<file path="config.mk">
export PLATFORM = sky130hd
export DESIGN_NAME = spm_mul_ctrl
export DESIGN_NICKNAME = d
export VERILOG_FILES = /design/src/rtl/spm_mul_ctrl.sv
export SDC_FILE = /design/constraint.sdc
export NUM_CORES = 1
export LEC_CHECK = 0
export BUFFER_PORTS_ARGS = -buffer_cell sky130_fd_sc_hd__buf_2
export CAP_MARGIN = 30
export CORE_AREA = 2 2 80 82
export DETAILED_ROUTE_END_ITERATION = 10
export DIE_AREA = 0 0 82 84
export SYNTH_ARGS = -nofsm -noshare
export SYNTH_HDL_FRONTEND = slang
export SYNTH_SLANG_ARGS = --single-unit
</file>
<file path="constraint.sdc">
create_clock -name clk -period 2.7 [get_ports clk]
set_input_delay 0.54 -clock clk [delete_from_list [all_inputs] [get_ports clk]]
set_output_delay 0.54 -clock clk [all_outputs]
set_load 0.02 [all_outputs]
</file>
<file path="src/rtl/spm_mul_ctrl.sv">
`timescale 1ns/1ps
// Self-sequencing serial-parallel multiplier with parallel x, serial y (LSB-first) and parallel product.
// Latency: out_valid rises XW+YW edges after the accepting edge; one product per XW+YW+1 cycles.
// Backpressure: product held in DONE until out_ready; operands refused while RUN or stalled DONE.
module spm_mul_ctrl #(
   parameter int XW = 8,
   parameter int YW = 8
) (
   input  logic               clk,
   input  logic               rst,
   input  logic               in_valid,
   output logic               in_ready,
   input  logic [XW-1:0]      x,
   input  logic [YW-1:0]      y,
   input  logic               sgn,
   output logic               out_valid,
   input  logic               out_ready,
   output logic [XW+YW-1:0]   prod,
   output logic               busy,
   output logic               p_bit
);

   localparam int PW = XW + YW;
   localparam int CW = $clog2(PW);
   localparam logic [CW-1:0] LAST = CW'(PW - 1);

   typedef enum logic [1:0] {
      IDLE = 2'd0,
      RUN  = 2'd1,
      DONE = 2'd2
   } state_t;

   state_t          r_state;
   logic [XW-1:0]   r_x;
   logic [YW-1:0]   r_y;
   logic            r_sgn;
   logic [CW-1:0]   r_cnt;
   logic [XW:0]     r_acc;     // partial-sum state of the array, two's complement
   logic [PW-1:0]   r_prod;
   logic            r_out_valid;
   logic            r_busy;

   logic            w_ybit;
   logic            w_yfill;
   logic [XW:0]     w_xext;
   logic [XW+1:0]   w_pp;
   logic [XW+1:0]   w_sum;
   logic            w_accept;

   // Current serial y bit is always the shifter LSB; the shifter refills with the
   // sign bit in signed mode, so after YW shifts it emits the sign extension.
   assign w_ybit  = r_y[0];
   assign w_yfill = r_sgn & r_y[YW-1];

   // In signed mode x is sign-extended, which gives the MSB cell its negative weight.
   assign w_xext  = {r_sgn & r_x[XW-1], r_x};
   assign w_pp    = w_ybit ? {w_xext[XW], w_xext} : '0;
   assign w_sum   = {r_acc[XW], r_acc} + w_pp;

   assign in_ready  = (r_state == IDLE) || ((r_state == DONE) && out_ready);
   assign w_accept  = in_valid && in_ready;
   assign out_valid = r_out_valid;
   assign busy      = r_busy;
   assign prod      = r_prod;
   assign p_bit     = r_busy & w_sum[0];

   // Sequencer plus datapath: load on accept, one product bit per RUN cycle, hold in DONE.
   always_ff @(posedge clk) begin
      if (rst) begin
         r_state     <= IDLE;
         r_x         <= '0;
         r_y         <= '0;
         r_sgn       <= 1'b0;
         r_cnt       <= '0;
         r_acc       <= '0;
         r_prod      <= '0;
         r_out_valid <= 1'b0;
         r_busy      <= 1'b0;
      end else begin
         case (r_state)
            IDLE: begin
               if (w_accept) begin
                  r_x     <= x;
                  r_y     <= y;
                  r_sgn   <= sgn;
                  r_acc   <= '0;
                  r_cnt   <= '0;
                  r_busy  <= 1'b1;
                  r_state <= RUN;
               end
            end
            RUN: begin
               r_acc  <= w_sum[XW+1:1];
               r_y    <= {w_yfill, r_y[YW-1:1]};
               r_prod <= {w_sum[0], r_prod[PW-1:1]};
               r_cnt  <= r_cnt + CW'(1);
               if (r_cnt == LAST) begin
                  r_busy      <= 1'b0;
                  r_out_valid <= 1'b1;
                  r_state     <= DONE;
               end
            end
            DONE: begin
               if (out_ready) begin
                  r_out_valid <= 1'b0;
                  if (in_valid) begin
                     // consume and reload on the same edge: no idle cycle
                     r_x     <= x;
                     r_y     <= y;
                     r_sgn   <= sgn;
                     r_acc   <= '0;
                     r_cnt   <= '0;
                     r_busy  <= 1'b1;
                     r_state <= RUN;
                  end else begin
                     r_state <= IDLE;
                  end
               end
            end
            default: begin
               r_state     <= IDLE;
               r_busy      <= 1'b0;
               r_out_valid <= 1'b0;
            end
         endcase
      end
   end

endmodule
</file>
== Word level (Yosys, flattened, before mapping) ==
Cells that the tools add are included.
Widths: inputs -> output; s select.
Storage, ports and cells
  flip-flop bits (word level): 50
  memory bits (read-only): 0
  output and inout port bits: 20
  memory bits (writable): 0
  bits in latches: 0
  memories kept: 0
Operators by class
  reductions and logical operators: 11
  bitwise logic cells: 4
  shifts and indexed selects: 0
  multiplexer cells: 34
  $mul: 0
  eq/ne operators: 7
  div/mod/pow operators: 0
  $add $sub $neg: 2
  magnitude comparators: 0
Operators by type and width (number)
  $mux 8: 6
  $mux 9: 3
  $pmux 9 s3: 1
  $pmux 8 s3: 1
  $pmux 8 s2: 1
  $mux 4: 3
  $pmux 4 s3: 1
  $reduce_and 4->1: 3
  $add 10x10->10: 1
  $mux 1: 10
  $mux 10: 1
  $ne 2x2->1 const B: 4
  $mux 2: 3
  $pmux 1 s3: 2
  $pmux 2 s3: 1
  $reduce_and 3->1: 2
  $add 4x1->4 const B: 1
  $eq 4x4->1 const B: 1
  $and 1x1->1: 3
  $reduce_bool 3->1: 1
  $eq 2x1->1 const B: 1
  $eq 2x2->1 const B: 1
  $logic_and 1x1->1: 2
  $logic_not 2->1: 1
  4 further kinds: 4

== Longest topological paths before layout ==
  word-level depth: 6
  mapped depth: 9
  gate-level depth less buffers: 9

== Worst setup path before layout ==
Ideal clock, no wire load.
  path kind: register to register
  start point: register r_y[0]
  end point: register r_acc[7]
  data required time: 2.583 ns
  cell stages (with the launch flop): 10
  path slack: 0.590 ns
  path buffers: 0
  arrival time: 1.993 ns
  cell sequence: dfxtp_1 > and2_1 > ha_1 > inv_1 > fa_1 > nand2b_2 > a21oi_1 > o221ai_1 > xnor2_1 > a22o_1
On the way
  longest elaborated chain between the ends: 3
RTL lines
  start: declaration: RTL line 35  | logic [YW-1:0] r_y;
  start signal: assignment: RTL line 84  | r_y <= y;
  start signal: assignment: RTL line 94  | r_y <= {w_yfill, r_y[YW-1:1]};
  start signal: assignment: RTL line 109  | r_y <= y;
  $mux 10: RTL line 57  | assign w_pp = w_ybit ? {w_xext[XW], w_xext} : '0;
  $add 10x10->10: RTL line 58  | assign w_sum = {r_acc[XW], r_acc} + w_pp;
  $pmux 9 s3: RTL line 80  | case (r_state)
  end signal: assignment: RTL line 93  | r_acc <= w_sum[XW+1:1];
  end: declaration: RTL line 38  | logic [XW:0] r_acc;
No other way between the ends.
A chain may end at the register's enable or synchronous reset.

== Final worst setup path ==
  start point: register r_x[0]
  end point: register r_acc[7]
On the way
  longest elaborated chain between the ends: 3
RTL lines
  start: declaration: RTL line 34  | logic [XW-1:0] r_x;
  start signal: assignment: RTL line 71  | r_x <= '0;
  start signal: assignment: RTL line 83  | r_x <= x;
  start signal: assignment: RTL line 108  | r_x <= x;
  $mux 10: RTL line 57
  $add 10x10->10: RTL line 58
  $pmux 9 s3: RTL line 80
No other way between the ends.

==> impl_metrics.sql <==
INSERT INTO impl_metrics (metric_group, metric, value, unit) VALUES
('run_status', 'run_status', 'finished clean', ''),
('floorplanning', 'horizontal_extent_of_the_die', '82', 'um'),
('clocking', 'cts_root_buf', 'clkbuf_8', ''),
('placed_design', 'detailed_placement_hpwl', '3500', 'um'),
('timing', 'max_slew_margin', '57.9', '%'),
('setup_path', 'critical_path.endpoint_type', 'register', ''),
('hold_path', 'holdPathEnd', 'r_x[2]$_SDFFE_PP0P_', ''),
('clocking', 'cts_htree_levels', '2', ''),
('power', 'ir_drop', '0.245', 'mV'),
('detailed_routing', 'drt-total-wl', '4890', 'um'),
('timing', 'worst_clock_skew', '0.00563', 'ns'),
('timing', 'fmax', '447', 'MHz'),
('yosys', 'synth.lib_cells_used.distinct', '45', ''),
('setup_path', 'critPathRequiredTime', '2.90', 'ns'),
('floorplanning', 'rows', '29', ''),
('power', 'total_leakage_power', '1.12', 'nW'),
('floorplanning', 'io_pins', '41', ''),
('timing', 'final_number_of_setup_violating_endpoints', '0', ''),
('clocking', 'clk_transition_reported_paths', '0.09', 'ns'),
('yosys', 'synthesis.area', '2320', 'sq um'),
('setup_path', 'critical_path.max_stage_delay', '0.40', 'ns'),
('yosys', 'post_synth.cell_area_avg', '8.12', 'sq um'),
('hold_path', 'worst_hold_path_type', 'in -> reg', ''),
('detailed_routing', 'detailroute.via_count', '2013', ''),
('clocking', 'ctsHoldBuffers', '0', ''),
('floorplanning', 'die_outline_area', '6890', 'sq um'),
('finish', 'layout-drive-gt1-share', '18.8', '%'),
('placed_design', 'globalplace.congestion', '0.815', ''),
('timing', 'tightest_slew', '0.631', 'ns'),
('placed_design', 'place_ws', '0.496', 'ns'),
('yosys', 'ys.flop_type', 'dfxtp_1', ''),
('clocking', 'post_cts_resized', '0', ''),
('detailed_routing', 'drt_drc_violations_left', '0', ''),
('floorplanning', 'floorplan.initialDensity', '38.1', '%'),
('yosys', 'synth_nets', '318', ''),
('detailed_routing', 'first_iter_violations', '102', ''),
('placed_design', 'placed_cell_area', '2570', 'sq um'),
('finish', 'final_design_area_no_fill', '2670', 'sq um'),
('timing', 'final_hold_viol_count', '0', ''),
('finish', 'top_library_cells_by_usage_in_the_layout_fill_and_taps_aside', '76 x nand2_1, 50 x dfxtp_1, 40 x buf_2', ''),
('power', 'total_power', '1.44', 'mW'),
('finish', 'final_net_count', '355', ''),
('clocking', 'cts-buffers-inserted', '5', ''),
('setup_path', 'path_max_fanout', '3', ''),
('hold_path', 'min_delay_path_depth', '3', ''),
('finish', 'nFillCells', '660', ''),
('timing', 'timing.final.ws_setup', '0.463', 'ns'),
('clocking', 'clock_tree.buffer_depth', '2', ''),
('clocking', 'clock_latency', '0.31', 'ns'),
('detailed_routing', 'route.detailed.wl_per_inst', '12.2', 'um'),
('timing', 'tns', '0', 'ns'),
('floorplanning', 'core-area', '6100', 'sq um'),
('detailed_routing', 'detail_route.vias_per_cell', '5.02', ''),
('finish', 'most_common_cell_after_layout_fill_and_taps_aside', 'nand2_1', ''),
('setup_path', 'start_kind', 'register', ''),
('timing', 'drv_slew', '0', ''),
('run', 'maxCapViolCount', '0', ''),
('setup_path', 'timing.critical_path.cells', 'and2_1, ha_1, inv_1, fa_1, nand2b_2, a21oi_1, o221ai_1, xnor2_1, a22o_1', ''),
('clocking', 'tritoncts', 'done', ''),
('setup_path', 'rrSetupSlack', '0.46', 'ns'),
('timing', 'rsz0062_at_grt', 'no', ''),
('floorplanning', 'dieHeight', '84', 'um'),
('grt', 'grt_remaining_overflow', '0', ''),
('placed_design', 'buffer_ports.inserted', '40', ''),
('setup_path', 'r2r-end', 'r_acc[7]$_SDFFE_PP0P_', ''),
('yosys', 'synth.yosys.warnings', '0', ''),
('yosys', 'postSynth.asyncResetShare', '0', '%'),
('setup_path', 'ff2ff_path_depth', '9', ''),
('grt', 'grt_start_max_net_pins', '27', ''),
('timing', 'timing.final.crit_share', '82.8', '%'),
('setup_path', 'worst_r2r_startpoint', 'r_x[0]$_SDFFE_PP0P_', '');
## cell type report
type                       count  area [sq um]  share of cell area [%]
clock buffer                   7          86.3                    3.24
inverter                       5          18.8                   0.704
timing repair buffer          45           238                    8.92
sequential                    50          1000                    37.6
tap                           77          96.3                    3.62
clock inverter                 1          8.76                   0.329
multi-input combinational    216          1220                    45.6
## worst max path at each step
| stage | start | end | slack [ns] | depth (start not counted) |
|---|---|---|---|---|
| floorplan | r_y[0]$_SDFFE_PP0P_ | r_acc[7]$_SDFFE_PP0P_ | 0.59 | 9 |
| global placement | r_x[0]$_SDFFE_PP0P_ | r_acc[7]$_SDFFE_PP0P_ | 0.56 | 9 |
| detailed placement | r_x[0]$_SDFFE_PP0P_ | r_acc[7]$_SDFFE_PP0P_ | 0.50 | 9 |
| CTS | r_x[0]$_SDFFE_PP0P_ | r_acc[7]$_SDFFE_PP0P_ | 0.47 | 9 |
| global route | r_x[0]$_SDFFE_PP0P_ | r_acc[7]$_SDFFE_PP0P_ | 0.30 | 9 |
| finish | r_x[0]$_SDFFE_PP0P_ | r_acc[7]$_SDFFE_PP0P_ | 0.46 | 9 |
## registers in the layout, indices dropped and copies added (netlist names)
name and flops:
busy 1, r_y 8, out_valid 1, r_sgn 1, r_state 2, r_x 8, r_acc 9, r_cnt 4
prod 16
## cell usage after synthesis (2+ instances only)
cell type   n  area share, %
nand2_1    76             12
dfxtp_1    50             43
a21oi_1    34            7.3
nor2_1     27            4.4
ha_1       10            5.4
and2_1      8            2.2
a311oi_1    7            2.6
o21ai_0     6            1.3
buf_2       5            1.1
inv_1       5           0.81
a22oi_1     4            1.3
clkbuf_1    4           0.65
xnor2_1     4            1.5
a211oi_1    3           0.97
a21oi_2     3            1.1
a22o_1      3            1.1
buf_4       3           0.97
nand3b_1    3           0.97
nor2b_1     3           0.81
a21o_1      2           0.65
buf_6       2           0.97
## logic make-up after synthesis
family | Yosys count | synth area share, %
xor+xnor | 5 | 1.89
fa+ha+maj | 11 | 6.25
flops | 50 | 43.1
buf+inv | 20 | 4.63
compound gates | 72 | 20.0
simple gates | 128 | 24.1
## per-stage QoR
stage,utilization [%],std cells
after floorplan,-,286
after CTS,43.7,401
after global routing,43.7,401
after global placement,42.2,393
final,43.7,401
after detailed placement,42.2,393
## worst max-delay path: cells and delay by family, from the launching register on
family                     cells  cell delay (ns)
DFF                            1             0.33
xor gates and xnor gates       1             0.16
and+or+nand+nor                2             0.32
AOI/OAI and AO/OA              3             0.66
buffers and inverters          1             0.07
adders and majority gates      2             0.59
## layer usage
metal	GRT usage, %	wire, um	up-vias
met1	20.1	2380	935
met4	5.45	73	0
met3	4.22	192	5
met5	0	0	-
met2	22.5	2240	29
li1	-	-	1044
## power breakdown
| group | internal (mW) | total (mW) | switching, mW |
|---|---|---|---|
| clock | 0.212 | 0.466 | 0.254 |
| sequential | 0.769 | 0.789 | 0.0209 |
| combinational | 0.0661 | 0.185 | 0.119 |
(Power assumes the default switching activity.)
